`src/rtl/encoder_32_5.sv`:
```
// rtl/encoder_32_5.sv - sticky 32-to-5 request encoder with valid/ready handshake
module encoder_32_5 #(
    parameter int ROUND_ROBIN = 1
) (
    input  logic        clk,
    input  logic        rst,
    input  logic [31:0] req,
    input  logic        flush,
    output logic        enc_valid,
    input  logic        enc_ready,
    output logic [4:0]  enc,
    output logic [31:0] pending
);

    typedef enum logic {
        IDLE = 1'b0,
        HOLD = 1'b1
    } state_t;

    state_t      state;
    state_t      state_nxt;
    logic [4:0]  ptr;
    logic [4:0]  ptr_nxt;
    logic [4:0]  enc_nxt;
    logic        valid_nxt;
    logic [31:0] pending_nxt;
    logic [4:0]  base;
    logic [4:0]  idx;
    logic [4:0]  sel;
    logic        found;

    // Pick the first pending line at or above the search base, wrapping 31 -> 0.
    always_comb begin
        base  = (ROUND_ROBIN != 0) ? ptr : 5'd0;
        idx   = base;
        sel   = base;
        found = 1'b0;
        for (int i = 0; i < 32; i++) begin
            idx = base + 5'(i);
            if (!found && pending[idx]) begin
                sel   = idx;
                found = 1'b1;
            end
        end
    end

    // Next-state and next-output logic; flush overrides everything except reset.
    always_comb begin
        state_nxt   = state;
        pending_nxt = pending | req;
        enc_nxt     = enc;
        valid_nxt   = enc_valid;
        ptr_nxt     = ptr;
        if (flush) begin
            pending_nxt = 32'd0;
            valid_nxt   = 1'b0;
            state_nxt   = IDLE;
        end else begin
            case (state)
                IDLE: begin
                    if (found) begin
                        enc_nxt   = sel;
                        valid_nxt = 1'b1;
                        state_nxt = HOLD;
                    end else begin
                        valid_nxt = 1'b0;
                    end
                end
                HOLD: begin
                    if (enc_valid && enc_ready) begin
                        // A request arriving on the accept cycle re-arms its own bit.
                        pending_nxt = (pending & ~(32'd1 << enc)) | req;
                        valid_nxt   = 1'b0;
                        ptr_nxt     = enc + 5'd1;
                        state_nxt   = IDLE;
                    end
                end
                default: begin
                    state_nxt = IDLE;
                    valid_nxt = 1'b0;
                end
            endcase
        end
    end

    // State and output registers with synchronous reset taking priority.
    always_ff @(posedge clk) begin
        if (rst) begin
            state     <= IDLE;
            pending   <= 32'd0;
            enc       <= 5'd0;
            enc_valid <= 1'b0;
            ptr       <= 5'd0;
        end else begin
            state     <= state_nxt;
            pending   <= pending_nxt;
            enc       <= enc_nxt;
            enc_valid <= valid_nxt;
            ptr       <= ptr_nxt;
        end
    end

endmodule

```
`config.mk`:
```
export PLATFORM = sky130hd
export DESIGN_NAME = encoder_32_5
export DESIGN_NICKNAME = d
export VERILOG_FILES = /design/src/rtl/encoder_32_5.sv
export SDC_FILE = /design/constraint.sdc
export NUM_CORES = 1
export LEC_CHECK = 0
export BUFFER_PORTS_ARGS = -buffer_cell sky130_fd_sc_hd__buf_4
export CAP_MARGIN = 20
export CELL_PAD_IN_SITES_DETAIL_PLACEMENT = 1
export CELL_PAD_IN_SITES_GLOBAL_PLACEMENT = 1
export CORE_MARGIN = 4
export CORE_UTILIZATION = 40
export DETAILED_ROUTE_END_ITERATION = 6
export GPL_ROUTABILITY_DRIVEN = 0
export HOLD_SLACK_MARGIN = 0.12
export PLACE_DENSITY = 0.79
export SYNTH_ARGS = -nofsm -noshare
export SYNTH_HDL_FRONTEND = slang
export SYNTH_SLANG_ARGS = --single-unit
```
`constraint.sdc`:
```
create_clock -name clk -period 12.2 [get_ports clk]
set_input_delay 0.61 -clock clk [delete_from_list [all_inputs] [get_ports clk]]
set_output_delay 0.61 -clock clk [all_outputs]
set_load 0.005 [all_outputs]
```
; ---- After elaboration in Yosys (flattened, before gate mapping)
; Cells that the tools add are included.
[totals]
ramBits = 0
word_cells = 277
out_inout_bits = 38
latch_bits = 0
romBits = 0
memories = 0
register_bits = 44
input_bits = 36
[op_classes]
shift = 1
div = 0
multipliers = 0
n_bitwise = 6
reduce_logical = 66
magnitude_cmp = 32
add_sub_neg = 32
muxes = 134
n_eq_ne = 1
[ops]
columns = operator, n
row1 = < comparator 5 x 6 -> 1 bit (second input constant), 32
row2 = binary-select mux 1 bit (select 5 bit), 32
row3 = two-way mux 5 bit, 31
row4 = adder 5 bit (second input constant), 16
row5 = two-way mux 1 bit, 67
row6 = two-way mux 32 bit, 2
row7 = bitwise OR 32 bit, 2
row8 = adder 5 x 4 -> 5 bit (second input constant), 8
row9 = bitwise AND 32 bit, 1
row10 = logical AND 1 bit, 32
row11 = NOT 32 bit, 1
row12 = left shift 1 x 5 -> 32 bit (first input constant), 1
row13 = logical NOT 1 bit, 31
row14 = adder 5 x 3 -> 5 bit (second input constant), 4
row15 = adder 5 x 1 -> 5 bit (second input constant), 2
row16 = adder 5 x 2 -> 5 bit (second input constant), 2
row17 = AND reduction 3 bit, 2
row18 = case mux 1 bit (2 select lines), 2
row19 = inequality test 2 x 1 -> 1 bit (second input constant), 1
row20 = NOT 1 bit, 2
row21 = OR reduction 2 bit, 1

; ---- Longest topological paths before layout
[depth]
ltp_word = 98
depth_mapped = 22

; ---- Least setup slack after synthesis
; Ideal clock, no wire load.
[synth_path]
kind = register to register
startpoint = reg ptr[1] (netlist: base[1])
endpoint = reg enc[4]
t_required_ns = 12.083
path_slack_ns = 6.870
n_path_buf = 6
setup_ns = 0.117
path_stages_with_launch = 21
arrival_ns = 5.213
period_less_slack_ns = 5.330
path_cell_list = dfxtp_1 buf_2 buf_2 buf_2 inv_1 ha_1 buf_2 buf_2 mux4_2 mux2_2 mux4_2 and4b_1 and4_1 buf_4 nand4_4 or2_2 o211ai_1 a21oi_1 or3_1 a21oi_1 nor2_1
[synth_via]
elab_chain_len = 97
word_cells_on_any_way = 221
[synth_rtl]
columns = item, line
row1 = from (decl), 22  ; logic [4:0] ptr;
row2 = from (signal assigned), 99  ; ptr <= ptr_nxt;
row3 = "parallel branches: the longest is 97 deep, another holds adder 5 x 1 -> 5 bit", --
row4 = to (signal assigned), 97  ; enc <= enc_nxt;
row5 = to (decl), 11  ; output logic [4:0] enc,
; Several ways; the timed one is not identified. The select of a mux whose other input is x is not followed.
; A chain may end at the register's enable or synchronous reset.

; ---- Worst setup path after layout
[layout_path]
startpoint = reg ptr[3] (netlist: base[3])
endpoint = reg enc[1]
; The elaborated chain is that of the path after synthesis.

==> flow_summary_export.csv <==
group,metric,value,unit
logic_synthesis,async_flop_share,0,%
sta,fmax,161,MHz
cells_and_area,area_delta_synth_final,12.0,%
cells_and_area,fillers,2225,
global_routing,grt_pass1_vias,8475,
sta,rsz0062_at_grt,"no",
logic_synthesis,ys_types,88,
global_routing,global_route.usage.total,30.4,%
outcome,outcome,"finished, final reports clean",
routing,route.met2.wl,14.9,mm
flow_run,drv_cap,0,
die,fp.dieW,146,um
global_routing,grt_pass1_wl,50.9,mm
global_routing,grt_max_degree,49,
hold_path,min_path_type,"in -> reg",
routing,top_layer,"met4",
critical_path,r2r_slack,6.01,ns
sta,final.min_clock_period,6.19,ns
logic_synthesis,synth_warnings,0,
die,dieArea,21200,sq um
die,fp.dieH,146,um
sta,fin_ws,6.01,ns
global_routing,grt_overflow_total,0,
critical_path,worstPathRequired,12.45,ns
critical_path,crit_type,"reg -> reg",
routing,wl_per_cell,28.0,um
sta,setup_viol,0,
sta,tightest_slew,1.13,ns
cells_and_area,layout.nets,996,
routing,drc,0,
logic_synthesis,synth_compound_area_share,22.9,%
logic_synthesis,synth-xor-area-share,4.25,%
sta,finalHoldViolCount,0,
logic_synthesis,yosys.area_share.simple,19.6,%
critical_path,arrival,6.44,ns
clock_network,cts_resized,0,
sta,slew_viol_final,0,
global_routing,antenna_found_initial,0,
cells_and_area,antenna_cells,0,
clock_network,holdBufCountCts,0,
sta,finalClockSkew,0.00565,ns
clock_network,post_cts_buffers,0,
logic_synthesis,synth-edff-count,0,
clock_network,clk_pin_slew,0.07,ns
routing,drt_iter0_markers,1251,
cells_and_area,layout-drive-gt1-share,24.1,%
routing,finalWirelength,33.0,mm
die,num_rows,50,
logic_synthesis,synth-seq-cells,44,
placed_design,pre_cts_ws,6.24,ns
die,ios,74,
logic_synthesis,synth_area,7570,sq um
power,p_leak,3.21,nW
clock_network,root_buffer,"clkbuf_16",
routing,drt_first_pass_iters,6,
clock_network,clockBufferDepth,2,
logic_synthesis,yosysTopAreaCell,"mux4_2",
clock_network,cts_buffers,5,
critical_path,critPathLaunchType,"register",
routing,via_count,8295,
clock_network,cts.htree.levels,2,
logic_synthesis,synth_top_family_by_area,"multiplexers",
power,ir_worst_vdd,93.2,uV
critical_path,critPathCaptureType,"register",
placed_design,dp_hpwl,25.1,mm
critical_path,critPathMaxFanout,30,
sta,max-slew-margin-rel,23.8,%
die,initial_core_util,40.6,%
logic_synthesis,syn-num-nets,949,
logic_synthesis,synth-adder-area-share,2.98,%
clock_network,clk-insertion-delay-late,0.30,ns
clock_network,cts_tree,"built",
logic_synthesis,synthMuxAreaShare,32.6,%
routing,wl_met3,3.75,mm
die,core,18600,sq um
sta,period_share,50.8,%
routing,ant_nets,0,
clock_network,clock_sinks,44,
logic_synthesis,ys_seq_area_share,11.6,%
sta,setup_tns,0,ns
logic_synthesis,netlist_instances,895,
placed_design,port_buffers,73,
routing,drt-met1-wl,12.8,mm
logic_synthesis,synthFlopType,"dfxtp_1",
logic_synthesis,yosysTopAreaCellShare,22.6,%
logic_synthesis,avgSynthCellArea,8.46,sq um
logic_synthesis,synthTopCellsByArea,"mux4_2, dfxtp_1, mux2i_1",
routing,via_per_inst,7.05,
power,powerDensity,67.3,nW/um^2
==> placed cells by master (no fill, tap or decap), drive strengths merged, types with 5 or more instances in the layout <==
master	n
o22a	5
o2111ai	5
mux2	20
or2	5
and3	7
mux2i	52
nand2	90
and2	9
nor4	11
a21boi	7
dfxtp	44
xor2	11
nand4	15
o21ai	68
o211ai	10
a31oi	5
mux4	76
or3	5
ha	18
clkbuf	5
nor2	56
o31ai	6
buf	91
nand3	26
o22ai	14
xnor2	24
nor2b	8
inv	55
a211oi	17
nand2b	10
nor3	17
a21oi	72
==> worst max-delay path, stage by stage, from the launching register on <==
cell	delay (ns)
dfxtp_1	0.31
buf_4	0.43
inv_1	0.49
ha_1	0.93
mux4_2	0.40
mux2_2	0.31
a22oi_1	0.32
o311a_1	0.38
nor2b_1	0.31
and3_1	0.61
nand2_1	0.30
a31o_1	0.26
a21oi_1	0.20
a211oi_1	0.12
a31o_1	0.24
a211oi_1	0.30
o311a_1	0.21
==> metal layers <==
metal | vias up | global-route usage, %
met5 | - | 0
met4 | 0 | 12.7
met3 | 115 | 5.92
met2 | 569 | 48.1
met1 | 4050 | 40.8
li1 | 3561 | -
==> flip-flops by register name, indices dropped and copies added, names as in the netlist <==
register	flops
state	1
pending	32
enc	5
base	5
enc_valid	1
==> logic make-up after synthesis <==
group,count (synthesis)
AND/OR/NAND/NOR,278
multiplexers,148
XOR/XNOR,35
AO/OA/AOI/OAI,266
flip-flops,44
adder cells (fa/ha/maj),18
buffers and inverters,106
==> cells in the mapped netlist (5+ instances only) <==
| library cell | number |
|---|---|
| a21boi_0 | 5 |
| nor2_1 | 56 |
| o22ai_1 | 14 |
| a21oi_1 | 72 |
| o31ai_1 | 6 |
| o21ai_0 | 67 |
| and3_1 | 7 |
| o211ai_1 | 10 |
| clkbuf_1 | 24 |
| xor2_1 | 11 |
| and2_1 | 9 |
| nor3_1 | 16 |
| buf_2 | 20 |
| dfxtp_1 | 44 |
| o2111ai_1 | 5 |
| a31oi_1 | 5 |
| or3_1 | 5 |
| nand4_1 | 10 |
| mux2_2 | 20 |
| nand3_1 | 24 |
| inv_1 | 52 |
| xnor2_1 | 22 |
| nor4_1 | 9 |
| o22a_1 | 5 |
| nor2b_1 | 8 |
| mux4_2 | 76 |
| a211oi_1 | 17 |
| ha_1 | 18 |
| mux2i_1 | 49 |
| nand2_1 | 89 |
| nand2b_1 | 10 |
==> layout make-up <==
| type | count | area [sq um] | area share (%) |
|---|---|---|---|
| Inverter | 55 | 206 | 2.44 |
| Timing Repair Buffer | 91 | 683 | 8.06 |
| Tap cell | 234 | 293 | 3.46 |
| Multi-Input combinational cell | 745 | 6230 | 73.6 |
| Clock inverter | 3 | 46.3 | 0.546 |
| Sequential cell | 44 | 885 | 10.4 |
| Clock buffer | 5 | 125 | 1.48 |
==> path summary, 6_finish.rpt <==
path,startpoint,endpoint,depth (start not counted)
worst min-delay path,req[26],pending[26]$_SDFF_PP0_,3
worst min register to register,pending[20]$_SDFF_PP0_,pending[20]$_SDFF_PP0_,2
worst max register to register,base[3]$_SDFFE_PP0P_,enc[1]$_SDFFE_PP0P_,16
worst max-delay path,base[3]$_SDFFE_PP0P_,enc[1]$_SDFFE_PP0P_,16
==> report_power, final <==
group	internal, mW	total, mW	leakage [nW]	switching, mW
sequential	0.151	0.170	0.363	0.0188
combinational	0.0940	0.235	2.77	0.141
clock	0.0976	0.165	0.0804	0.0673
==> per-stage QoR <==
step | instances | hold slack [ns] | utilization [%] | power, mW | instance area (sq um)
6_report | 1177 | 0.541 | 45.4 | 0.570 | 8470
5_1_grt | 1177 | 0.548 | 45.4 | 0.593 | 8470
4_1_cts | 1176 | 0.542 | 45.4 | 0.564 | 8470
3_5_place_dp | 1168 | 0.562 | 44.5 | 0.399 | 8290
3_3_place_gp | 1168 | 0.544 | 44.5 | 0.394 | 8290
2_1_floorplan | 895 | 0.502 | - | 0.317 | 7570
(Power assumes the default switching activity.)
